**src/rtl/jpeg_pkg.sv**
```systemverilog
// Shared constants and symbol bundle for the JPEG entropy front end.
// Used by quantization, run-length and Huffman stages.
package jpeg_pkg;

    localparam int DW        = 11;
    localparam int SW        = 4;
    localparam int BLK_COEFS = 64;
    localparam int ZRL_RUN   = 16;

    localparam logic [5:0] LAST_IDX = 6'(BLK_COEFS - 1);

    // Huffman run/size byte codes for the two special AC symbols
    localparam logic [7:0] SYM_EOB = 8'h00;
    localparam logic [7:0] SYM_ZRL = 8'hF0;

    typedef struct packed {
        logic          dc;
        logic          eob;
        logic [1:0]    zrl;
        logic [3:0]    run;
        logic [SW-1:0] size;
        logic [DW-1:0] amp;
        logic          done;
    } sym_t;

endpackage

```
**src/rtl/jpeg_vli.sv**
```systemverilog
// Magnitude category and VLI amplitude of a signed value.
// Negative values map to the low size bits of (value - 1).
module jpeg_vli
    import jpeg_pkg::*;
(
    input  logic signed [DW:0] val_i,
    output logic [SW-1:0]      size_o,
    output logic [DW-1:0]      amp_o
);

    logic [DW:0]   mag;
    logic [DW-1:0] vm1;
    logic [DW-1:0] mask;

    always_comb begin
        mag = val_i[DW] ? -val_i : val_i;
        size_o = '0;
        for (int i = 0; i <= DW; i++) begin
            if (mag[i]) size_o = SW'(i + 1);
        end
        mask = '0;
        for (int i = 0; i < DW; i++) begin
            mask[i] = (SW'(i) < size_o);
        end
        vm1 = val_i[DW-1:0] - 1'b1;
        amp_o = val_i[DW] ? (vm1 & mask) : val_i[DW-1:0];
    end

endmodule

```
**src/rtl/jpeg_rle_enc.sv**
```systemverilog
// DC-differential and AC run-length encoder for one colour component.
// One zigzag coefficient in, at most one registered symbol out per cycle.
module jpeg_rle_enc
    import jpeg_pkg::*;
(
    input  logic          clk,
    input  logic          rstn,
    input  logic          sof,
    input  logic          q_data_valid,
    input  logic [DW-1:0] q_data,
    output logic          sym_valid,
    output logic          sym_dc,
    output logic          sym_eob,
    output logic [1:0]    sym_zrl,
    output logic [3:0]    sym_run,
    output logic [SW-1:0] sym_size,
    output logic [DW-1:0] sym_amp,
    output logic          blk_done
);

    logic [5:0]       idx_q, idx_d, cur_idx;
    logic [5:0]       zcnt_q, zcnt_d;
    logic [DW-1:0]    pred_q, pred_d, cur_pred;
    logic             vld_q, vld_d;
    sym_t             sym_q, sym_d;
    logic signed [DW:0] diff, vli_in;
    logic [SW-1:0]    size;
    logic [DW-1:0]    amp;

    jpeg_vli u_vli (
        .val_i  (vli_in),
        .size_o (size),
        .amp_o  (amp)
    );

    // sof clears block state in the same cycle a coefficient may arrive
    always_comb begin
        cur_idx  = sof ? '0 : idx_q;
        cur_pred = sof ? '0 : pred_q;
        diff     = {q_data[DW-1], q_data} - {cur_pred[DW-1], cur_pred};
        vli_in   = (cur_idx == '0) ? diff : {q_data[DW-1], q_data};
        idx_d    = cur_idx;
        zcnt_d   = sof ? '0 : zcnt_q;
        pred_d   = cur_pred;
        vld_d    = 1'b0;
        sym_d    = '0;
        if (q_data_valid) begin
            idx_d = cur_idx + 6'd1;
            priority case (1'b1)
                (cur_idx == '0): begin
                    vld_d      = 1'b1;
                    sym_d.dc   = 1'b1;
                    sym_d.size = size;
                    sym_d.amp  = amp;
                    pred_d     = q_data;
                    zcnt_d     = '0;
                end
                (q_data != '0): begin
                    vld_d      = 1'b1;
                    sym_d.zrl  = zcnt_d[5:4];
                    sym_d.run  = zcnt_d[3:0];
                    sym_d.size = size;
                    sym_d.amp  = amp;
                    sym_d.done = (cur_idx == LAST_IDX);
                    zcnt_d     = '0;
                end
                (cur_idx == LAST_IDX): begin
                    vld_d      = 1'b1;
                    sym_d.eob  = 1'b1;
                    sym_d.done = 1'b1;
                    zcnt_d     = '0;
                end
                default: zcnt_d = zcnt_d + 6'd1;
            endcase
        end
    end

    always_ff @(posedge clk or negedge rstn) begin
        if (!rstn) begin
            idx_q  <= '0;
            zcnt_q <= '0;
            pred_q <= '0;
            vld_q  <= 1'b0;
            sym_q  <= '0;
        end else begin
            idx_q  <= idx_d;
            zcnt_q <= zcnt_d;
            pred_q <= pred_d;
            vld_q  <= vld_d;
            sym_q  <= sym_d;
        end
    end

    assign sym_valid = vld_q;
    assign sym_dc    = sym_q.dc;
    assign sym_eob   = sym_q.eob;
    assign sym_zrl   = sym_q.zrl;
    assign sym_run   = sym_q.run;
    assign sym_size  = sym_q.size;
    assign sym_amp   = sym_q.amp;
    assign blk_done  = sym_q.done;

endmodule

```
**config.mk**
```make
export PLATFORM = sky130hd
export DESIGN_NAME = jpeg_rle_enc
export DESIGN_NICKNAME = d
export VERILOG_FILES = /design/src/rtl/jpeg_pkg.sv /design/src/rtl/jpeg_vli.sv /design/src/rtl/jpeg_rle_enc.sv
export SDC_FILE = /design/constraint.sdc
export NUM_CORES = 1
export LEC_CHECK = 0
export CORE_UTILIZATION = 45
export CTS_BUF_LIST = sky130_fd_sc_hd__clkbuf_8
export CTS_CLUSTER_DIAMETER = 40
export DETAILED_ROUTE_END_ITERATION = 6
export DONT_BUFFER_PORTS = 1
export SLEW_MARGIN = 25
export SYNTH_ARGS = -nofsm -noshare
export SYNTH_HDL_FRONTEND = slang
export SYNTH_HIERARCHICAL = 1
export SYNTH_SLANG_ARGS = --single-unit
```
**constraint.sdc**
```tcl
create_clock -name clk -period 6.7 [get_ports clk]
set_clock_uncertainty 0.2 [all_clocks]
set_input_delay 1.005 -clock clk [delete_from_list [all_inputs] [get_ports clk]]
set_output_delay 1.005 -clock clk [all_outputs]
set_load 0.01 [all_outputs]
```
==> impl_metrics.json <==
{
  "synth_nets": 447,
  "routed_wl_um": 7420,
  "io_pins": 40,
  "total_power_mw": 1.00,
  "register_area_sq_um": 1200,
  "rsz0062_at_grt": "false",
  "drv_slew": 0,
  "p_leak_nw": 1.66,
  "synth_async_sr_flop_share_pct": 100,
  "via_count": 2813,
  "place_worst_setup_slack_ps": 1290,
  "die_w_um": 91.7,
  "syn-cell-area_sq_um": 3620,
  "diodes": 0,
  "post_drt_wl_per_cell_um": 14.6,
  "outcome": "finished clean",
  "max-cap-violations": 0,
  "final_util_pct": 49.1,
  "core_region_area_sq_um": 7770,
  "clock_path_buffers": 2,
  "r2r_slack_ps": 1890,
  "nets": 436,
  "die-height_um": 91.7,
  "worstMarginPinSlew_ps": 779,
  "power_frac_clock_pct": 25.8,
  "routed_via_density": 5.55,
  "area_delta_synth_final_pct": 5.29,
  "p_sw_share_pct": 36.4,
  "grt_max_degree": 49,
  "cts_root_buf": "clkbuf_8",
  "num_rows": 32,
  "min_period_ps": 5140,
  "cts_buffers": 5,
  "ys_ff_latch": 48,
  "drc_errors": 0,
  "globalRouteOverflowTotal": 0,
  "antenna_found_initial": 0,
  "cts_tree": "built",
  "yosysSeqAreaShare_pct": 33.2,
  "firstDrtPassIters": 5,
  "peakVddDrop_v": 0.000118,
  "ant_nets": 0,
  "cts_hold_repair.buffers": 0,
  "cts.sinks": 48,
  "drive_gt1_share_pct": 11.4,
  "required_ps": 6690,
  "critPathMaxFanout": 25,
  "power.share.sequential_pct": 33.9,
  "start_util_pct": 46.6,
  "hold_viol_final": 0,
  "worst_slack_ps": 1560,
  "synth_ff_type": "dfrtp_1",
  "r2r_end": "sym_amp[4]",
  "drtIter0Drc": 93,
  "grt_pass1_vias": 2776,
  "die_area_sq_um": 8410,
  "crit_path_end_kind": "flop",
  "combinationalPowerShare_pct": 40.3,
  "clkSlewWorstSetupHoldPaths_ps": 100,
  "setup_tns_ps": 0,
  "crit_type": "input port to flop",
  "intPower_mw": 0.637,
  "synth_edf_count": 0,
  "grt_use_total_pct": 19.6,
  "multi_input_area_sq_um": 2160,
  "synthCells": 415,
  "hpwlAfterDp_um": 5440,
  "portBuffers": 0,
  "htreeDepth": 2,
  "hp-class": "input port to async pin",
  "finalSetupViolations": 0,
  "gp_congestion": 0.856,
  "switchingPower_mw": 0.365,
  "ys_warn_count": 6,
  "worstPathArrival_ps": 5140,
  "r2r-start": "pred_q[0]",
  "period_share_pct": 76.8,
  "fmax_mhz": 194,
  "postSynthAreaPerCell_sq_um": 8.73,
  "rr_worst_depth": 17,
  "clk_latency_ps": 310,
  "p_per_area_nw_per_um2": 263,
  "critPathLaunchType": "input port",
  "cts_setup_buffers": 0,
  "cts_resized": 0,
  "relSlewSlack_pct": 47.5,
  "ys_types": 72,
  "final.fill_count": 759,
  "grt_pass1_wl_um": 13500
}
## Yosys cell counts, types with 2 or more instances
master	number	share of area (%)
dfrtp_1	48	33
nor2_1	33	3.4
nand2_1	32	3.3
inv_1	31	3.2
o21ai_0	23	3.2
ha_1	16	5.5
nand2b_1	16	2.8
xnor2_1	13	3.1
xor2_1	13	3.1
mux2i_1	12	3.3
nand3_1	12	1.7
a21oi_1	11	1.5
and2_1	10	1.7
clkbuf_1	10	1.0
nor3_1	10	1.4
buf_2	9	1.2
nor2b_1	8	1.4
or3_1	8	1.4
a31oi_1	6	1.0
and2_2	5	1.0
nand4_1	5	0.86
o31ai_1	5	1.0
a21o_1	4	0.83
and3_1	4	0.69
buf_6	4	1.2
a211oi_1	3	0.62
a21boi_0	3	0.62
a311oi_1	3	0.73
nor4_1	3	0.52
nor4_2	3	1.0
o211ai_1	3	0.62
or3_4	3	0.93
a211o_1	2	0.48
a32o_1	2	0.55
buf_1	2	0.21
nand3b_1	2	0.41
nor3b_1	2	0.41
or2_2	2	0.35
## worst max-delay path by stage
stage | from | to | slack [ps] | cells after the start
3_5_place_dp | sof | sym_amp[4] | 1290 | 17
4_1_cts | sof | sym_amp[4] | 1590 | 17
3_3_place_gp | sof | sym_amp[4] | 1410 | 17
2_1_floorplan | sof | sym_amp[4] | 1670 | 18
6_report | sof | sym_amp[4] | 1560 | 17
5_1_grt | sof | sym_amp[4] | 1260 | 17
## per-stage QoR
step	cells	area, sq um	hold slack [ps]
floorplan	415	3620	289
global placement	499	3680	301
detailed placement	499	3680	307
CTS	507	3810	167
global route	507	3810	150
finish	507	3810	180
## critical path: stages
cell	delay, ps
nor2b_1	140
ha_1	210
inv_1	60
fa_1	400
a21oi_1	250
o221ai_1	210
a31oi_1	250
xor2_1	170
o21ai_0	110
buf_4	190
or3_1	360
or3_2	520
o21ai_0	330
a221oi_4	150
nor3_1	430
a311oi_1	150
and2_2	200
## power groups by stage
stage | Clock [mW] | Combinational, mW | Sequential, mW
global route | 0.280 | 0.457 | 0.343
CTS | 0.268 | 0.403 | 0.341
global placement | 0 | 0.396 | 0.347
floorplan | 0 | 0.337 | 0.343
finish | 0.259 | 0.403 | 0.340
detailed placement | 0 | 0.401 | 0.346
## state kept, by name, summed over array words and instances (netlist names)
register,cells
sym_eob,1
idx_q,6
sym_amp,11
sym_run,4
pred_q,11
sym_zrl,2
sym_dc,1
blk_done,1
sym_valid,1
zcnt_q,6
sym_size,4
## logic make-up after synthesis
logic type | Yosys count | share of synthesized area, %
adder cells (fa/ha/maj) | 17 | 6.08
XOR/XNOR | 26 | 6.29
buffers and inverters | 58 | 7.29
AND/OR/NAND/NOR | 167 | 25.9
flip-flops | 48 | 33.2
multiplexers | 13 | 3.63
AO/OA/AOI/OAI | 86 | 17.7
## layout make-up
type / count / area share, %
clock buffers: 5 / 1.80
clock inverters: 3 / 1.80
inverters: 31 / 3.05
multi-input cells: 309 / 56.7
flip-flops and latches: 48 / 31.5
well taps: 102 / 3.35
repair buffers: 9 / 1.77
## placed cells by master, fill, tap and decap left out, types with 3 or more instances in the layout
master | netlist | final
inv_1 | 31 | 31
nor3_1 | 10 | 10
nor4_1 | 3 | 3
o21ai_0 | 23 | 22
and2_1 | 10 | 10
and3_1 | 4 | 4
nand2b_1 | 16 | 16
xnor2_1 | 13 | 13
mux2i_1 | 12 | 12
nor2_1 | 33 | 33
and2_2 | 5 | 5
a31oi_1 | 6 | 5
a21boi_0 | 3 | 3
xor2_1 | 13 | 13
ha_1 | 16 | 16
clkbuf_8 | 0 | 5
nand2_1 | 32 | 32
or3_4 | 3 | 3
nand3_1 | 12 | 12
buf_4 | 1 | 9
o31ai_1 | 5 | 5
nand4_1 | 5 | 5
o211ai_1 | 3 | 3
nor4_2 | 3 | 3
a311oi_1 | 3 | 3
or3_1 | 8 | 8
a211oi_1 | 3 | 3
a21o_1 | 4 | 4
a21oi_1 | 11 | 11
nor2b_1 | 8 | 8
dfrtp_1 | 48 | 48
## per-layer routing
| layer | wire length, um | global-route usage (%) | vias to the layer above |
|---|---|---|---|
| li1 | - | - | 1422 |
| met1 | 3550 | 26.9 | 1329 |
| met2 | 3580 | 32.6 | 60 |
| met3 | 250 | 2.90 | 2 |
| met4 | 38 | 4.30 | 0 |
| met5 | 0 | 0 | - |
Power figures use the tool's default switching activity.
